<file path="src/rtl/counter_nch_pkg.sv">
// rtl/counter_nch_pkg.sv - shared encodings for the multi-channel down-counter
package counter_nch_pkg;

  localparam logic [1:0] MODE_ONESHOT = 2'd0;
  localparam logic [1:0] MODE_RELOAD  = 2'd1;
  localparam logic [1:0] MODE_SQUARE  = 2'd2;

  localparam logic [1:0] REG_RELOAD = 2'd0;
  localparam logic [1:0] REG_CTRL   = 2'd1;
  localparam logic [1:0] REG_IRQCLR = 2'd2;

  localparam int CTRL_EN_BIT    = 0;
  localparam int CTRL_MODE_LSB  = 1;
  localparam int CTRL_PRESC_LSB = 3;

  typedef enum logic [1:0] {
    IDLE = 2'd0,
    RUN  = 2'd1,
    DONE = 2'd2
  } state_e;

endpackage

</file>
<file path="src/rtl/counter_nch_chan.sv">
// rtl/counter_nch_chan.sv - one counter channel: prescaler, mode FSM, count and reload
module counter_nch_chan
  import counter_nch_pkg::*;
#(
  parameter int CNT_W = 32,
  parameter int PRE_W = 8
) (
  input  logic             clk,
  input  logic             rst,
  input  logic             reload_we,
  input  logic             ctrl_we,
  input  logic [CNT_W-1:0] wdata,
  output logic [CNT_W-1:0] count,
  output logic             cnt_out,
  output logic             irq_set
);

  state_e           state_q, state_d;
  logic [CNT_W-1:0] count_q, count_d;
  logic [CNT_W-1:0] reload_q, reload_d;
  logic [1:0]       mode_q, mode_d;
  logic [PRE_W-1:0] presc_q, presc_d;
  logic [PRE_W-1:0] pre_q, pre_d;
  logic             cnt_out_q, cnt_out_d;
  logic             tick, terminal;

  assign tick     = (state_q == RUN) && (pre_q == presc_q);
  // A count of 0 or 1 both end the period, so a zero reload acts like 1.
  assign terminal = tick && (count_q <= CNT_W'(1));

  always_comb begin
    state_d   = state_q;
    count_d   = count_q;
    pre_d     = pre_q;
    cnt_out_d = cnt_out_q;
    reload_d  = reload_we ? wdata : reload_q;
    mode_d    = ctrl_we ? wdata[CTRL_MODE_LSB +: 2] : mode_q;
    presc_d   = ctrl_we ? wdata[CTRL_PRESC_LSB +: PRE_W] : presc_q;

    if (state_q == RUN) begin
      pre_d = tick ? '0 : pre_q + PRE_W'(1);
      if (mode_q == MODE_RELOAD) cnt_out_d = 1'b0;
      if (terminal) begin
        case (mode_q)
          MODE_RELOAD: begin
            count_d   = reload_d;
            cnt_out_d = 1'b1;
          end
          MODE_SQUARE: begin
            count_d   = reload_d;
            cnt_out_d = ~cnt_out_q;
          end
          default: begin
            count_d   = '0;
            cnt_out_d = 1'b1;
            state_d   = DONE;
          end
        endcase
      end else if (tick) begin
        count_d = count_q - CNT_W'(1);
      end
    end

    if (ctrl_we) begin
      if (wdata[CTRL_EN_BIT]) begin
        state_d   = RUN;
        count_d   = reload_d;
        pre_d     = '0;
        cnt_out_d = 1'b0;
      end else begin
        state_d   = IDLE;
        count_d   = count_q;
        pre_d     = pre_q;
        cnt_out_d = cnt_out_q;
      end
    end
  end

  always_ff @(posedge clk) begin
    if (rst) begin
      state_q   <= IDLE;
      count_q   <= '0;
      reload_q  <= '0;
      mode_q    <= '0;
      presc_q   <= '0;
      pre_q     <= '0;
      cnt_out_q <= 1'b0;
    end else begin
      state_q   <= state_d;
      count_q   <= count_d;
      reload_q  <= reload_d;
      mode_q    <= mode_d;
      presc_q   <= presc_d;
      pre_q     <= pre_d;
      cnt_out_q <= cnt_out_d;
    end
  end

  assign count   = count_q;
  assign cnt_out = cnt_out_q;
  assign irq_set = terminal;

endmodule

</file>
<file path="src/rtl/counter_nch.sv">
// rtl/counter_nch.sv - N-channel down-counter: write decode, sticky irq, read-back mux
module counter_nch
  import counter_nch_pkg::*;
#(
  parameter int N_CH  = 4,
  parameter int CNT_W = 32,
  parameter int PRE_W = 8,
  parameter int CH_W  = (N_CH > 1) ? $clog2(N_CH) : 1
) (
  input  logic             clk,
  input  logic             rst,
  input  logic             we,
  input  logic [CH_W-1:0]  ch_sel,
  input  logic [1:0]       reg_sel,
  input  logic [CNT_W-1:0] wdata,
  input  logic [CH_W-1:0]  rd_ch,
  output logic [CNT_W-1:0] rd_data,
  output logic [N_CH-1:0]  cnt_out,
  output logic [N_CH-1:0]  irq,
  output logic             irq_any
);

  logic [CNT_W-1:0] count_w [N_CH];
  logic [N_CH-1:0]  irq_set_w;
  logic [N_CH-1:0]  reload_we, ctrl_we, clr_mask;
  logic [N_CH-1:0]  irq_q, irq_d;
  logic [CNT_W-1:0] rd_data_q, rd_data_d;

  // Channel selects that match no instance fall through, so out-of-range writes vanish.
  always_comb begin
    reload_we = '0;
    ctrl_we   = '0;
    rd_data_d = '0;
    for (int i = 0; i < N_CH; i++) begin
      if (we && (ch_sel == CH_W'(i))) begin
        reload_we[i] = (reg_sel == REG_RELOAD);
        ctrl_we[i]   = (reg_sel == REG_CTRL);
      end
      if (rd_ch == CH_W'(i)) rd_data_d = count_w[i];
    end
    clr_mask = (we && (reg_sel == REG_IRQCLR)) ? wdata[N_CH-1:0] : '0;
    irq_d    = (irq_q & ~clr_mask) | irq_set_w;
  end

  for (genvar g = 0; g < N_CH; g++) begin : g_ch
    counter_nch_chan #(
      .CNT_W (CNT_W),
      .PRE_W (PRE_W)
    ) u_chan (
      .clk       (clk),
      .rst       (rst),
      .reload_we (reload_we[g]),
      .ctrl_we   (ctrl_we[g]),
      .wdata     (wdata),
      .count     (count_w[g]),
      .cnt_out   (cnt_out[g]),
      .irq_set   (irq_set_w[g])
    );
  end

  always_ff @(posedge clk) begin
    if (rst) begin
      irq_q     <= '0;
      rd_data_q <= '0;
    end else begin
      irq_q     <= irq_d;
      rd_data_q <= rd_data_d;
    end
  end

  assign irq     = irq_q;
  assign irq_any = |irq_q;
  assign rd_data = rd_data_q;

endmodule
</file>
<file path="config.mk">
export PLATFORM = sky130hd
export DESIGN_NAME = counter_nch
export DESIGN_NICKNAME = d
export VERILOG_FILES = /design/src/rtl/counter_nch_pkg.sv /design/src/rtl/counter_nch_chan.sv /design/src/rtl/counter_nch.sv
export SDC_FILE = /design/constraint.sdc
export NUM_CORES = 1
export LEC_CHECK = 0
export ABC_CLOCK_PERIOD_IN_PS = 3000
export BUFFER_PORTS_ARGS = -buffer_cell sky130_fd_sc_hd__buf_4
export CORE_AREA = 2 2 179 181
export CTS_BUF_LIST = sky130_fd_sc_hd__clkbuf_8
export CTS_CLUSTER_SIZE = 14
export DETAILED_ROUTE_END_ITERATION = 8
export DIE_AREA = 0 0 181 183
export MAX_ROUTING_LAYER = met4
export PLACE_DENSITY = 0.86
export SLEW_MARGIN = 20
export SYNTH_ARGS = -nofsm -noshare
export SYNTH_HDL_FRONTEND = slang
export SYNTH_SLANG_ARGS = --single-unit
</file>
<file path="constraint.sdc">
create_clock -name clk -period 3 [get_ports clk]
set_input_delay 0.6 -clock clk [delete_from_list [all_inputs] [get_ports clk]]
set_output_delay 0.6 -clock clk [all_outputs]
set_load 0.03 [all_outputs]
</file>
==> impl_metrics.yaml <==
setup_path:
  worstPathArrival_ns: 3.37
  cp_max_fo: 10
  cp-startpoint: "g_ch[1].u_chan.count[27]$_SDFFE_PP0P_"
  start_kind: "register"
  cp_cell_sequence: "or4_1, nor4_1, nand4_1, o21ai_4, nor2_1, buf_4, a221oi_1, nor2_1"
  cpMostUsedCell: "nor2_1"
  cp.required_ns: 3.50
  reg2reg_to: "g_ch[1].u_chan.count[18]$_SDFFE_PP0P_"
  crit_type: "register to register"
  crit_path_end: "g_ch[1].u_chan.count[18]$_SDFFE_PP0P_"
  reg2reg_from: "g_ch[1].u_chan.count[27]$_SDFFE_PP0P_"
  ff2ff_setup_slack_ns: 0.13
  cpMaxStageDelayCell: "or4_1"
  cp-end-kind: "register"
  rr_worst_depth: 8
  crit_path_max_incr_delay_ns: 0.64
floorplanning:
  dieWidth_um: 181
  pin_count: 82
  dieArea_um2: 33100
  die_y_um: 183
  start_util: 0.575
  rows: 65
  core_region_area_um2: 31200
synth:
  async_reset_ff_frac: 0
  syn_nets: 2301
  syn_inst: 2240
  dominantRegCellSynth: "dfxtp_1"
  synth_area_per_cell_um2: 8.02
  ys_seq_area_frac: 0.419
  synth_area_um2: 18000
  ys_ff_latch: 376
  synth-edff-count: 0
  yosysUniqueCellTypes: 71
  ys_warn_count: 0
power_and_ir_drop:
  p_leak_nw: 8.21
  ir_worst_vdd_uv: 369
  p_switching_mw: 3.06
  seq_power_share: 0.459
  clkPwrFrac: 0.415
  power.density_nw_per_um2: 543
  switching_share: 0.273
  p_int_mw: 8.16
  finalPower_mw: 11.2
  p_comb_frac: 0.126
finish:
  instances_no_fill: 2780
  nets: 2391
  regArea_um2: 7530
  fillers: 2626
  multi_input_area_um2: 9660
  drive_above_1_share: 0.144
  fin_area_um2: 20700
  area_growth_pct: 15.2
timing:
  fin_skew_ns: 0.0307
  slew_viol_final: 0
  min_period_over_period: 0.956
  relSlewSlack: 0.407
  rsz0062_at_grt: "no"
  fin_tns_setup_ns: 0
  hold_violations: 0
  setup_viol: 0
  hold_ws_ns: 0.290
  worstMarginPinSlew_ns: 0.890
  fmax_ghz: 0.349
  min_period_ns: 2.87
route:
  wl_met1_um: 23600
  routed-wl-met3_um: 6010
  drc_errors: 0
  vias: 17836
  vias_per_cell: 6.42
  wire_per_inst_um: 21.6
  top_layer: "met4"
  ant_nets: 0
  wl_met2_um: 26200
  wl_um: 60200
  detail_route.first_pass.iterations: 8
  drt-initial-drc-count: 2343
run:
  cap_violations: 0
cts:
  cts-root-buf: "clkbuf_8"
  cts_inserted_buffers: 60
  cts_max_level: 2
  cts_tree: "done"
  clkSinkCount: 376
  insertion_delay_ns: 0.64
  clkTransAtPathRegs_ns: 0.06
  clockBufferDepth: 3
grt:
  grt_pass1_vias: 16418
  grt_pass1_wl_um: 92700
  antenna_found_initial: 1
  overflow: 0
  grt_usage: 0.368
  grt_max_degree: 89
placed_design:
  dp_cells: 2670
  finalWeightedCongestion: 1.02
  place_hpwl_um: 43800
  placedInstanceArea_um2: 19400
  portBuffers: 81
status:
  status: "completed"
worst_hold_path:
  hp-class: "input port to register"
-- synthesized netlist by cell type (all sizes together) (11+ instances only) --
cell      n  area (µm²)
a211o    11        96.3
a21oi   206        1030
a22oi    33         248
a31oi    16         100
and2     46         288
buf      29         148
clkbuf  137         514
dfxtp   376        7530
ha       20         250
inv      36         135
mux2i    49         490
mux4     32         721
nand2   399        1500
nand3    73         365
nand4    31         194
nor2    210         791
nor3     80         405
nor4     57         363
o211ai   26         195
o21ai   133         666
o22ai    12        75.1
o311ai   12         105
o32ai    12         105
or3      27         174
or4      21         158
xnor2    30         263
xor2     30         263
-- metrics by stage --
| step | util | worst slack [ns] |
|---|---|---|
| detailed placement | 0.621 | 0.173 |
| global route | 0.663 | 0.00917 |
| floorplan | - | 0.206 |
| global placement | 0.621 | 0.105 |
| CTS | 0.662 | 0.150 |
| finish | 0.663 | 0.132 |
-- repair_timing --
item                       in CTS  in global routing
hold buffers                    0                  0
setup buffers                   0                  0
gates resized for setup         0                  3
setup endpoints to repair       0                 21
-- worst max-delay path, delay by kind of cell (launching register included) --
family                 cells  cell delay, ns
AND/OR/NAND/NOR            5            1.43
buffers and inverters      1            0.22
AO/OA/AOI/OAI              2            0.71
flip-flops                 1            0.39
-- state kept, by name, summed over array words and instances (netlist names) --
signal and cells:
irq 4, g_ch.u_chan.count 128, g_ch.u_chan.mode_q 8, rd_data 32
g_ch.u_chan.pre_q 32, g_ch.u_chan.state_q 8, g_ch.u_chan.presc_q 32, g_ch.u_chan.reload_q 128
g_ch.u_chan.cnt_out 4
-- cell usage in the layout (no fill, tap or decap), drive strengths merged, types with 9 or more instances in the layout --
master	count
a211o	11
a21oi	206
a22oi	33
a31oi	16
a32oi	9
and2	46
and3	9
buf	193
clkbuf	76
clkinv	10
dfxtp	376
ha	20
inv	54
mux2i	49
mux4	32
nand2	399
nand3	73
nand4	31
nor2	210
nor3	80
nor4	57
o211ai	26
o21ai	133
o22ai	12
o311ai	12
o32ai	12
or3	27
or4	21
xnor2	30
xor2	30
-- worst min path at each step --
stage | start | endpoint | slack (ns) | cells past startpoint
2_1_floorplan | g_ch[0].u_chan.reload_q[28]$_SDFF_PP0_ | g_ch[0].u_chan.reload_q[28]$_SDFF_PP0_ | 0.44 | 2
3_3_place_gp | g_ch[0].u_chan.reload_q[7]$_SDFF_PP0_ | g_ch[0].u_chan.reload_q[7]$_SDFF_PP0_ | 0.45 | 2
3_5_place_dp | g_ch[2].u_chan.reload_q[15]$_SDFF_PP0_ | g_ch[2].u_chan.reload_q[15]$_SDFF_PP0_ | 0.45 | 2
4_1_cts | wdata[30] | g_ch[2].u_chan.reload_q[30]$_SDFF_PP0_ | 0.27 | 3
5_1_grt | wdata[29] | g_ch[0].u_chan.reload_q[29]$_SDFF_PP0_ | 0.30 | 3
6_report | wdata[30] | g_ch[2].u_chan.reload_q[30]$_SDFF_PP0_ | 0.29 | 3
-- power groups by stage --
stage	clock network, mW	logic, mW	registers (mW)
finish	4.66	1.41	5.16
global route	4.92	1.53	5.16
CTS	4.68	1.37	5.15
detailed placement	0	1.36	5.26
global placement	0	1.33	5.26
floorplan	0	0.880	5.23
-- layer usage --
| layer | up-vias | track usage |
|---|---|---|
| met5 | - | - |
| met1 | 8350 | 0.470 |
| met4 | 0 | 0.231 |
| met3 | 223 | 0.0620 |
| met2 | 1122 | 0.548 |
| li1 | 8141 | - |
-- logic make-up after synthesis --
group	synth area share
adder cells (fa/ha/maj)	0.0139
XOR/XNOR	0.0293
AND/OR/NAND/NOR	0.255
buffers and inverters	0.0444
flip-flops	0.419
multiplexers	0.0681
AO/OA/AOI/OAI	0.171
-- cell type report --
| type | count | share of cell area |
|---|---|---|
| multi-input cells | 1662 | 0.467 |
| clock buffers | 75 | 0.0499 |
| repair buffers | 194 | 0.0761 |
| diodes | 1 | 0.000121 |
| flip-flops and latches | 376 | 0.364 |
| clock inverters | 34 | 0.0122 |
| inverters | 36 | 0.00653 |
| well taps | 402 | 0.0243 |
No activity file was read; power rests on OpenSTA's default activity.
